===== src/rtl/window_gen_if.sv =====
// window_gen_if: pixel-in / window-out handshake bundle for window_gen.
//   slave  : view used by window_gen (accepts pixels, produces windows)
//   master : view used by the pixel source / window consumer
// Signals:
//   in_valid, in_ready, in_data        pixel stream, raster order
//   win_valid, win_ready               window handshake
//   windowImg[r][c]                    window, r=0 top row, c=0 left column
//   win_row, win_col                   top-left coordinate of the window
//   win_last                           last window of the frame
interface window_gen_if #(
    parameter int K_SIZE = 3,
    parameter int IMG_W  = 28,
    parameter int IMG_H  = 28,
    parameter int PIX_W  = 9
);
    logic                            in_valid;
    logic                            in_ready;
    logic signed [PIX_W-1:0]         in_data;
    logic                            win_valid;
    logic                            win_ready;
    logic signed [PIX_W-1:0]         windowImg [0:K_SIZE-1][0:K_SIZE-1];
    logic [$clog2(IMG_H)-1:0]        win_row;
    logic [$clog2(IMG_W)-1:0]        win_col;
    logic                            win_last;

    modport slave (
        input  in_valid, in_data, win_ready,
        output in_ready, win_valid, windowImg, win_row, win_col, win_last
    );

    modport master (
        output in_valid, in_data, win_ready,
        input  in_ready, win_valid, windowImg, win_row, win_col, win_last
    );
endinterface


===== src/rtl/window_gen.sv =====
// window_gen: sliding K_SIZE x K_SIZE window generator over a raster pixel
// stream. Keeps K_SIZE-1 line buffers and a shift window; every accepted
// pixel whose window lies fully inside the image produces one window on the
// next cycle.
// Ports:
//   clk   rising-edge clock
//   rst   synchronous active-low reset
//   bus   window_gen_if.slave (pixel input and window output handshakes)
module window_gen #(
    parameter int K_SIZE = 3,
    parameter int IMG_W  = 28,
    parameter int IMG_H  = 28,
    parameter int PIX_W  = 9
) (
    input  logic          clk,
    input  logic          rst,
    window_gen_if.slave   bus
);
    localparam int ROW_W = $clog2(IMG_H);
    localparam int COL_W = $clog2(IMG_W);

    localparam logic [ROW_W-1:0] ROW_EMIT = ROW_W'(K_SIZE - 1);
    localparam logic [COL_W-1:0] COL_EMIT = COL_W'(K_SIZE - 1);
    localparam logic [ROW_W-1:0] ROW_LAST = ROW_W'(IMG_H - 1);
    localparam logic [COL_W-1:0] COL_LAST = COL_W'(IMG_W - 1);

    // r_line[0] is the most recent row, r_line[K_SIZE-2] the oldest.
    logic signed [PIX_W-1:0] r_line [0:K_SIZE-2][0:IMG_W-1];
    logic signed [PIX_W-1:0] r_win  [0:K_SIZE-1][0:K_SIZE-1];

    logic [ROW_W-1:0] r_row;
    logic [COL_W-1:0] r_col;
    logic             r_win_valid;
    logic [ROW_W-1:0] r_win_row;
    logic [COL_W-1:0] r_win_col;
    logic             r_win_last;

    logic w_in_ready;
    logic w_accept;
    logic w_emit;
    logic w_last_pix;

    always_comb begin
        w_in_ready = rst && (!r_win_valid || bus.win_ready);
        w_accept   = bus.in_valid && w_in_ready;
        w_emit     = w_accept && (r_row >= ROW_EMIT) && (r_col >= COL_EMIT);
        w_last_pix = (r_row == ROW_LAST) && (r_col == COL_LAST);
    end

    // Line buffers hold no control state, so they are left out of reset.
    always_ff @(posedge clk) begin
        if (w_accept) begin
            for (int j = 1; j <= K_SIZE - 2; j++) begin
                r_line[j][r_col] <= r_line[j-1][r_col];
            end
            r_line[0][r_col] <= bus.in_data;
        end
    end

    always_ff @(posedge clk) begin
        if (!rst) begin
            r_row       <= '0;
            r_col       <= '0;
            r_win_valid <= 1'b0;
            r_win_row   <= '0;
            r_win_col   <= '0;
            r_win_last  <= 1'b0;
            for (int r = 0; r < K_SIZE; r++) begin
                for (int c = 0; c < K_SIZE; c++) begin
                    r_win[r][c] <= '0;
                end
            end
        end else begin
            if (w_accept) begin
                for (int r = 0; r < K_SIZE; r++) begin
                    for (int c = 0; c < K_SIZE - 1; c++) begin
                        r_win[r][c] <= r_win[r][c+1];
                    end
                end
                // New right column: buffered rows oldest-on-top, live pixel at the bottom.
                for (int r = 0; r < K_SIZE - 1; r++) begin
                    r_win[r][K_SIZE-1] <= r_line[K_SIZE-2-r][r_col];
                end
                r_win[K_SIZE-1][K_SIZE-1] <= bus.in_data;

                if (r_col == COL_LAST) begin
                    r_col <= '0;
                    r_row <= (r_row == ROW_LAST) ? '0 : r_row + 1'b1;
                end else begin
                    r_col <= r_col + 1'b1;
                end
            end

            // The shift window itself is the output register; it only moves
            // on an accept, which cannot happen while a window is stalled.
            if (w_emit) begin
                r_win_valid <= 1'b1;
                r_win_row   <= r_row - ROW_EMIT;
                r_win_col   <= r_col - COL_EMIT;
                r_win_last  <= w_last_pix;
            end else if (bus.win_ready) begin
                r_win_valid <= 1'b0;
            end
        end
    end

    assign bus.in_ready  = w_in_ready;
    assign bus.win_valid = r_win_valid;
    assign bus.windowImg = r_win;
    assign bus.win_row   = r_win_row;
    assign bus.win_col   = r_win_col;
    assign bus.win_last  = r_win_last;
endmodule


===== src/flat_wrapper.sv =====
// flat-port wrapper written by rule: the top's interface ports become plain ports
module window_gen_flat 
#(
    parameter int K_SIZE = 3,
    parameter int IMG_W  = 28,
    parameter int IMG_H  = 28,
    parameter int PIX_W  = 9
)
  (clk, rst, bus_in_valid, bus_in_data, bus_win_ready, bus_in_ready, bus_win_valid, bus_windowImg, bus_win_row, bus_win_col, bus_win_last);
  window_gen_if #(.K_SIZE(K_SIZE), .IMG_W(IMG_W), .IMG_H(IMG_H), .PIX_W(PIX_W)) bus_i ();
  input  logic clk;
  input  logic rst;
  input wire logic [$bits(bus_i.in_valid)-1:0] bus_in_valid;
  input wire logic [$bits(bus_i.in_data)-1:0] bus_in_data;
  input wire logic [$bits(bus_i.win_ready)-1:0] bus_win_ready;
  output wire logic [$bits(bus_i.in_ready)-1:0] bus_in_ready;
  output wire logic [$bits(bus_i.win_valid)-1:0] bus_win_valid;
  output wire logic [$bits(bus_i.windowImg)-1:0] bus_windowImg;
  output wire logic [$bits(bus_i.win_row)-1:0] bus_win_row;
  output wire logic [$bits(bus_i.win_col)-1:0] bus_win_col;
  output wire logic [$bits(bus_i.win_last)-1:0] bus_win_last;
  assign bus_i.in_valid = bus_in_valid;
  assign bus_i.in_data = bus_in_data;
  assign bus_i.win_ready = bus_win_ready;
  assign bus_in_ready = bus_i.in_ready;
  assign bus_win_valid = bus_i.win_valid;
  assign bus_windowImg = {>>{bus_i.windowImg}};
  assign bus_win_row = bus_i.win_row;
  assign bus_win_col = bus_i.win_col;
  assign bus_win_last = bus_i.win_last;
  window_gen #(.K_SIZE(K_SIZE), .IMG_W(IMG_W), .IMG_H(IMG_H), .PIX_W(PIX_W)) u_core (.clk(clk), .rst(rst), .bus(bus_i));
endmodule

===== config.mk =====
export PLATFORM = sky130hd
export DESIGN_NAME = window_gen_flat
export DESIGN_NICKNAME = d
export VERILOG_FILES = /design/src/rtl/window_gen_if.sv /design/src/rtl/window_gen.sv /design/src/flat_wrapper.sv
export SDC_FILE = /design/constraint.sdc
export NUM_CORES = 1
export LEC_CHECK = 0
export CAP_MARGIN = 0
export CORE_MARGIN = 1
export CORE_UTILIZATION = 54
export DETAILED_ROUTE_END_ITERATION = 10
export PLACE_DENSITY = 0.72
export RECOVER_POWER = 25
export SLEW_MARGIN = 20
export SYNTH_ARGS = -nofsm -noshare
export SYNTH_HDL_FRONTEND = slang
export SYNTH_SLANG_ARGS = --single-unit

===== constraint.sdc =====
create_clock -name clk -period 4.7 [get_ports clk]
set_input_delay 1.41 -clock clk [delete_from_list [all_inputs] [get_ports clk]]
set_output_delay 1.41 -clock clk [all_outputs]
set_load 0.005 [all_outputs]

==> results of run 1 <==
-- flip-flops by register name (all words and copies together), names as in the netlist --
name / cells
u_core.bus.win_valid: 1
u_core.r_line: 504
u_core.bus.win_last: 1
u_core.bus.win_col: 5
u_core.r_row: 5
u_core.bus.windowImg: 81
u_core.r_col: 5
u_core.bus.win_row: 5
-- layout by cell type (no fill, tap or decap), types with 5 or more instances in the layout --
cell type        count
o21ai_1              5
ha_1                10
buf_12               5
edfxtp_1           504
nor2b_1             23
buf_4               59
a31oi_1              6
nand3_1             79
mux2i_1            119
o21ai_0              9
dfxtp_1            101
nor3_1              18
mux4_2              58
and2_1               5
nand2b_1             9
nor2_1              21
nor2_2              27
mux2_2               8
a22oi_1              8
o22ai_1             39
clkbuf_1            23
inv_1               12
mux4_1               6
xor2_1               5
a211o_1              6
clkdlybuf4s50_1     96
a21oi_1             21
xnor2_1              5
nand2_1            173
clkinv_1            16
a211oi_1            14
clkinv_2             9
clkbuf_16           61
-- worst paths after layout --
kind	to	startpoint	slack, ns	cells past startpoint
worst max-delay path	bus_in_ready	bus_win_ready	0.54	4
worst min-delay path	u_core.bus.windowImg[73]$_SDFFE_PN0P_	u_core.bus.windowImg[73]$_SDFFE_PN0P_	0.45	2
worst max register to register	u_core.bus.win_last$_SDFFE_PN0P_	u_core.r_col[1]$_SDFFE_PN0P_	0.74	7
worst min register to register	u_core.bus.windowImg[73]$_SDFFE_PN0P_	u_core.bus.windowImg[73]$_SDFFE_PN0P_	0.45	2
-- synth_stat cells, drive strengths merged, types with 3 or more instances --
| cell | number |
|---|---|
| nand2 | 174 |
| nor4b | 4 |
| nand2b | 9 |
| mux2i | 119 |
| xnor2 | 5 |
| a211oi | 16 |
| a31oi | 6 |
| nor2b | 23 |
| nor3 | 18 |
| xor2 | 5 |
| and3 | 5 |
| nand3 | 79 |
| a2111oi | 4 |
| and2 | 5 |
| o22ai | 39 |
| nor2 | 48 |
| a22o | 4 |
| dfxtp | 103 |
| edfxtp | 504 |
| mux2 | 8 |
| a211o | 6 |
| a311o | 3 |
| inv | 12 |
| ha | 10 |
| mux4 | 64 |
| nor4 | 3 |
| a22oi | 8 |
| a21o | 4 |
| nand4bb | 3 |
| buf | 58 |
| a21oi | 21 |
| nand4b | 3 |
| o21ai | 14 |
| o211ai | 3 |
| clkbuf | 26 |
-- metrics by stage --
step           utilization (%)  setup WS (ns)  hold WS (ns)  total power [W]
3_3_place_gp              60.0          0.549         0.438          0.00668
2_1_floorplan                -           1.29         0.443          0.00639
3_5_place_dp              59.9          0.555         0.440          0.00669
6_report                  64.2          0.544         0.451           0.0111
4_1_cts                   64.3          0.542         0.454           0.0112
5_1_grt                   64.2          0.462         0.472           0.0114
-- report_power, final --
group | internal, W | switching [W]
combinational | 0.000236 | 0.000366
sequential | 0.00592 | 0.0000542
clock | 0.00263 | 0.00191
total | 0.00879 | 0.00233
-- worst register-to-register path, cell delays in order, from the launching register on --
cell and delay, ns:
dfxtp_4 0.68, clkbuf_2 1.09, inv_1 0.45, ha_1 0.37, nand3_1 0.09, nand3_1 0.52, or3_1 0.55, a21boi_0 0.14
-- logic make-up (layout without fill, tap and decap cells) --
family	count (synthesis)	after routing	share of synthesized area [%]
and+or+nand+nor	383	383	7.54
adders and majority gates	10	10	0.535
AOI/OAI and AO/OA	142	142	4.15
muxes	191	191	11.7
buffers and inverters	97	295	2.21
xor gates and xnor gates	10	10	0.374
DFF	607	607	73.5
-- layer usage --
| layer | vias up | track usage (%) |
|---|---|---|
| li1 | 5855 | - |
| met1 | 6816 | 35.6 |
| met2 | 641 | 41.1 |
| met3 | 135 | 4.25 |
| met4 | 0 | 9.72 |
| met5 | - | 0 |
-- final cells by class --
cell class / instances / area (um^2) / share of cell area [%]
flip-flops and latches: 607 / 17200 / 63.3
well taps: 577 / 722 / 2.66
multi-input cells: 736 / 5770 / 21.2
clock inverters: 29 / 226 / 0.833
clock buffers: 79 / 1630 / 6.01
repair buffers: 174 / 1580 / 5.80
inverters: 13 / 48.8 / 0.180
==> reports/results.tsv, run 1 <==
metric	value	unit
outcome	complete, but fails checks	
violations	max-capacitance violations, max-slew violations	
synth_top_flop_cell	edfxtp_1	
post_drt_wl_per_cell	25.2	um
finalCriticalPeriod	4.16	ns
yosys_warnings	0	
cap_viol_max_count	3	
rsz0062_at_grt	false	
fin_cells	2215	
holdBufCountCts	0	
ant_nets	0	
powerDensity	409	mW/mm^2
synthTopCellsByArea	edfxtp_1 65%, dfxtp_1 8.8%, mux4_2 5.6%	
final-max-slew-violation-count	160	
end_kind	output pin	
syn_area	0.0234	mm^2
vdd_drop_max	0.264	mV
post-route-cell-area	0.0272	mm^2
grt_antenna_before_repair	0	
cpMaxStageDelayCell	clkdlybuf4s50_1	
max_stage_delay	0.52	ns
die_y	210	um
viasPerCell	6.07	
gp_congestion	0.868	
dpl_cell_area	0.0254	mm^2
path_buf_inv	2	
route.met2.wl	26500	um
cts.sinks	607	
hold_class	register to register	
cts_tree	built	
cp.arrival	2.75	ns
synth_top_area_cell	edfxtp_1	
fin_worst_skew	0.0159	ns
critPathLaunchType	primary input	
grt_pass1_vias	13100	
num-nets-final	1613	
clock_path_buffers	3	
critical_path_peak_fanout	4	
gr-usage-all-layers	25.7	%
firstDrtPassIters	8	
port_buffers	106	
post_cts_resized	0	
areaGrowthSynthToFinish	16.1	%
slew_headroom	-39.0	%
top_layer	met4	
ys_async_sr_fraction	0	%
core.rowCount	75	
p_leak	9.00	nW
crit_family	buffers and inverters	
wl_met1	22700	um
synth_edf_count	504	
h-tree-depth	2	
max_freq	241	MHz
yosys.cell_types.count	61	
placed_cells	2107	
grt_overflow	0	
clk_pin_slew	0.06	ns
period_share	88.4	%
ys_seq_area_share	73.5	%
fp.dieW	210	um
core-area	0.0423	mm^2
drive_above_1_share	15.1	%
synth_seq_cells	607	
worst_pin_slew	2.08	ns
setup_viol	0	
drcViolationCount	0	
place_hpwl	33900	um
initial_core_util	55.3	%
synth_top_area_share	64.7	%
antenna_cells	0	
grt_pass1_wl	82800	um
tns	0	ns
cpMostUsedCell	clkdlybuf4s50_1	
wl	55700	um
syn_inst	1440	
dieArea	0.0442	mm^2
hold_viol	0	
cts_buffers	58	
clk_latency	0.61	ns
post_cts_buffers	0	
cts-root-buf	clkbuf_16	
required	3.29	ns
initialDrtViolationCount	1553	
syn_nets	1463	
boundaryPins	107	
fillerInstances	2943	
vias	13400	
synth.avg_cell_area	16.3	um^2
dr_wl_met3	4420	um
grt_max_degree	100	
critical_path_class	primary input to output pin	
critical_path.cell_chain	clkdlybuf4s50_1 -> nand2b_1 -> and2_1 -> clkdlybuf4s50_1	
Note: power is estimated with default switching activity, not from simulation.
==> run 2: changes to the inputs <==
--- a/config.mk
+++ b/config.mk
@@ -7,9 +7,8 @@
 export LEC_CHECK = 0
 export CAP_MARGIN = 0
 export CORE_MARGIN = 1
-export CORE_UTILIZATION = 54
+export CORE_UTILIZATION = 30
 export DETAILED_ROUTE_END_ITERATION = 10
-export PLACE_DENSITY = 0.72
 export RECOVER_POWER = 25
 export SLEW_MARGIN = 20
 export SYNTH_ARGS = -nofsm -noshare
==> run 2 against run 1 <==
  * Critical path type unchanged
  * The flow still finishes with violations (max-capacitance violations, max-slew violations)
  * Register-to-register slack better by 0.07 ns
  * Die area rose by 79%
  * Clock power is 6.2% higher
  * Sequential cell count unchanged
  * Highest routed layer unchanged
  * Global-route usage decreased by 11 points
  * First-iteration DRC count fell by 23%
==> reports/results.tsv, run 2 (same netlist as run 1, synthesis figures left out) <==
metric	value	unit	change
period_share	90.4	%	+2.0 points
clk_pin_slew	0.06	ns	about the same
violations	max-capacitance violations, max-slew violations		
port_buffers	106		unchanged
cap_viol_max_count	9		+6
crit_start	bus_win_ready		
mostFrequentLayoutCells	504 x edfxtp_1, 173 x nand2_1, 119 x mux2i_1, 101 x dfxtp_1, 95 x clkdlybuf4s50_1		
end_kind	output pin		
hold_viol	0		unchanged
num-nets-final	1622		+0.56%
critical_path_class	primary input to output pin		
finalCriticalPeriod	4.25	ns	+0.0941 ns
tns	0	ns	unchanged
firstDrtPassIters	6		-2
grt_overflow	0		unchanged
initial_core_util	30.3	%	-25 points
p_leak	9.11	nW	+1.3%
viasPerCell	4.90		-19%
ff2ff_path_depth	7		unchanged
ant_nets	0		unchanged
final_util	36.2	%	-28 points
wl	59700	um	+7.2%
final_common_cell	edfxtp_1		
fin_worst_skew	0.0143	ns	-0.00156 ns
cts_tree	built		
r2r_start	u_core.r_col[0]$_SDFFE_PN0P_		
powerDensity	408	mW/mm^2	-0.29%
initialDrtViolationCount	1197		-23%
gp_congestion	0.855		-1.5%
power	0.0114	W	+2.8%
areaGrowthSynthToFinish	19.7	%	
critPathLaunchType	primary input		
cp.arrival	2.84	ns	+0.09 ns
cts_buffers	61		+5.2%
drive_above_1_share	16.1	%	+1.0 points
timing.hold.ws	0.448	ns	-0.00375 ns
antenna_cells	0		unchanged
place_hpwl	38800	um	+15%
max_freq	235	MHz	-2.2%
clk_latency	0.62	ns	about the same
clock_path_buffers	3		unchanged
drcViolationCount	0		unchanged
vdd_drop_max	0.264	mV	-0.25%
met3_usage	2.95	%	-1.3 points
boundaryPins	107		unchanged
h-tree-depth	2		unchanged
met2_usage	24.1	%	-17 points
worst_pin_slew	1.83	ns	-0.253 ns
gr-usage-all-layers	15.0	%	-11 points
grt.busiest_layer	met2		
largest_reg_flops	504		unchanged
required	3.29	ns	about the same
grt_pass1_vias	12900		-1.8%
fp.dieW	281	um	+34%
cts.sinks	607		unchanged
grt_antenna_before_repair	1		+1
timing.rr.end	u_core.r_line[0][421]$_DFFE_PP_		
top_register	u_core.r_line		
fillerInstances	7283		+150%
cts-root-buf	clkbuf_16		
slew_headroom	-22.1	%	+17 points
setup_viol	0		unchanged
global_route.usage.met1	20.2	%	-15 points
critical_path_peak_fanout	4		unchanged
rsz0062_at_grt	false		
grt_pass1_wl	86800	um	+4.7%
final-max-slew-violation-count	319		+99%
endpoint	bus_in_ready		
core.rowCount	102		+36%
dieArea	0.0791	mm^2	+79%
vias	13200		-1.9%
post_cts_buffers	0		unchanged
core-area	0.0773	mm^2	+83%
post_cts_resized	0		unchanged
hold_class	register to register		
outcome	complete, but fails checks		
holdBufCountCts	0		unchanged
r2r_slack	0.81	ns	+0.07 ns
post_drt_wl_per_cell	22.2	um	-12%
grt_max_degree	85		-15%
die_y	281	um	+34%
## run 2: final cells by class
type,count,area [um^2],share of cell area [%]
clock inverters,29,238,0.848
flip-flops and latches,607,17200,61.4
well taps,1040,1300,4.64
clock buffers,87,1790,6.39
inverters,13,48.8,0.174
multi-input cells,736,5770,20.6
repair buffers,180,1680,5.98
## run 2: power by group
group	internal [W]	leakage [nW]	switching (W)	total, W
Combinational	0.000240	2.73	0.000379	0.000619
Sequential	0.00592	5.38	0.0000627	0.00598
Clock	0.00282	0.999	0.00202	0.00483
## run 2: worst max-delay path, cell delays in order
cell	delay, ns
dlygate4sd3_1	0.52
nand2b_1	0.17
and2_1	0.21
clkdlybuf4s50_1	0.53
## run 2: stage by stage
stage	cells	worst slack, ns	instance area (um^2)
final	2692	0.450	28000
after global routing	2692	0.386	28000
after CTS	2692	0.510	28100
after detailed placement	2576	0.527	26000
after global placement	2576	0.505	26000
after floorplan	1440	1.29	23400
## run 2: worst min-delay path by stage
stage / startpoint / end / slack, ns / depth (start not counted)
final: u_core.bus.windowImg[67]$_SDFFE_PN0P_ / u_core.bus.windowImg[76]$_SDFFE_PN0P_ / 0.45 / 2
after detailed placement: u_core.bus.windowImg[13]$_SDFFE_PN0P_ / u_core.bus.windowImg[22]$_SDFFE_PN0P_ / 0.44 / 2
after CTS: u_core.bus.windowImg[13]$_SDFFE_PN0P_ / u_core.bus.windowImg[22]$_SDFFE_PN0P_ / 0.45 / 2
after global placement: u_core.bus.windowImg[17]$_SDFFE_PN0P_ / u_core.bus.windowImg[26]$_SDFFE_PN0P_ / 0.44 / 2
after global routing: u_core.bus.windowImg[67]$_SDFFE_PN0P_ / u_core.bus.windowImg[76]$_SDFFE_PN0P_ / 0.46 / 2
after floorplan: u_core.bus.windowImg[27]$_SDFFE_PN0P_ / u_core.bus.windowImg[36]$_SDFFE_PN0P_ / 0.44 / 2
## run 2: per-layer routing
layer,share of wire (%),vias up
met1,43,6735
met5,0,-
met4,2.7,0
met2,47,492
li1,-,5880
met3,7.4,82
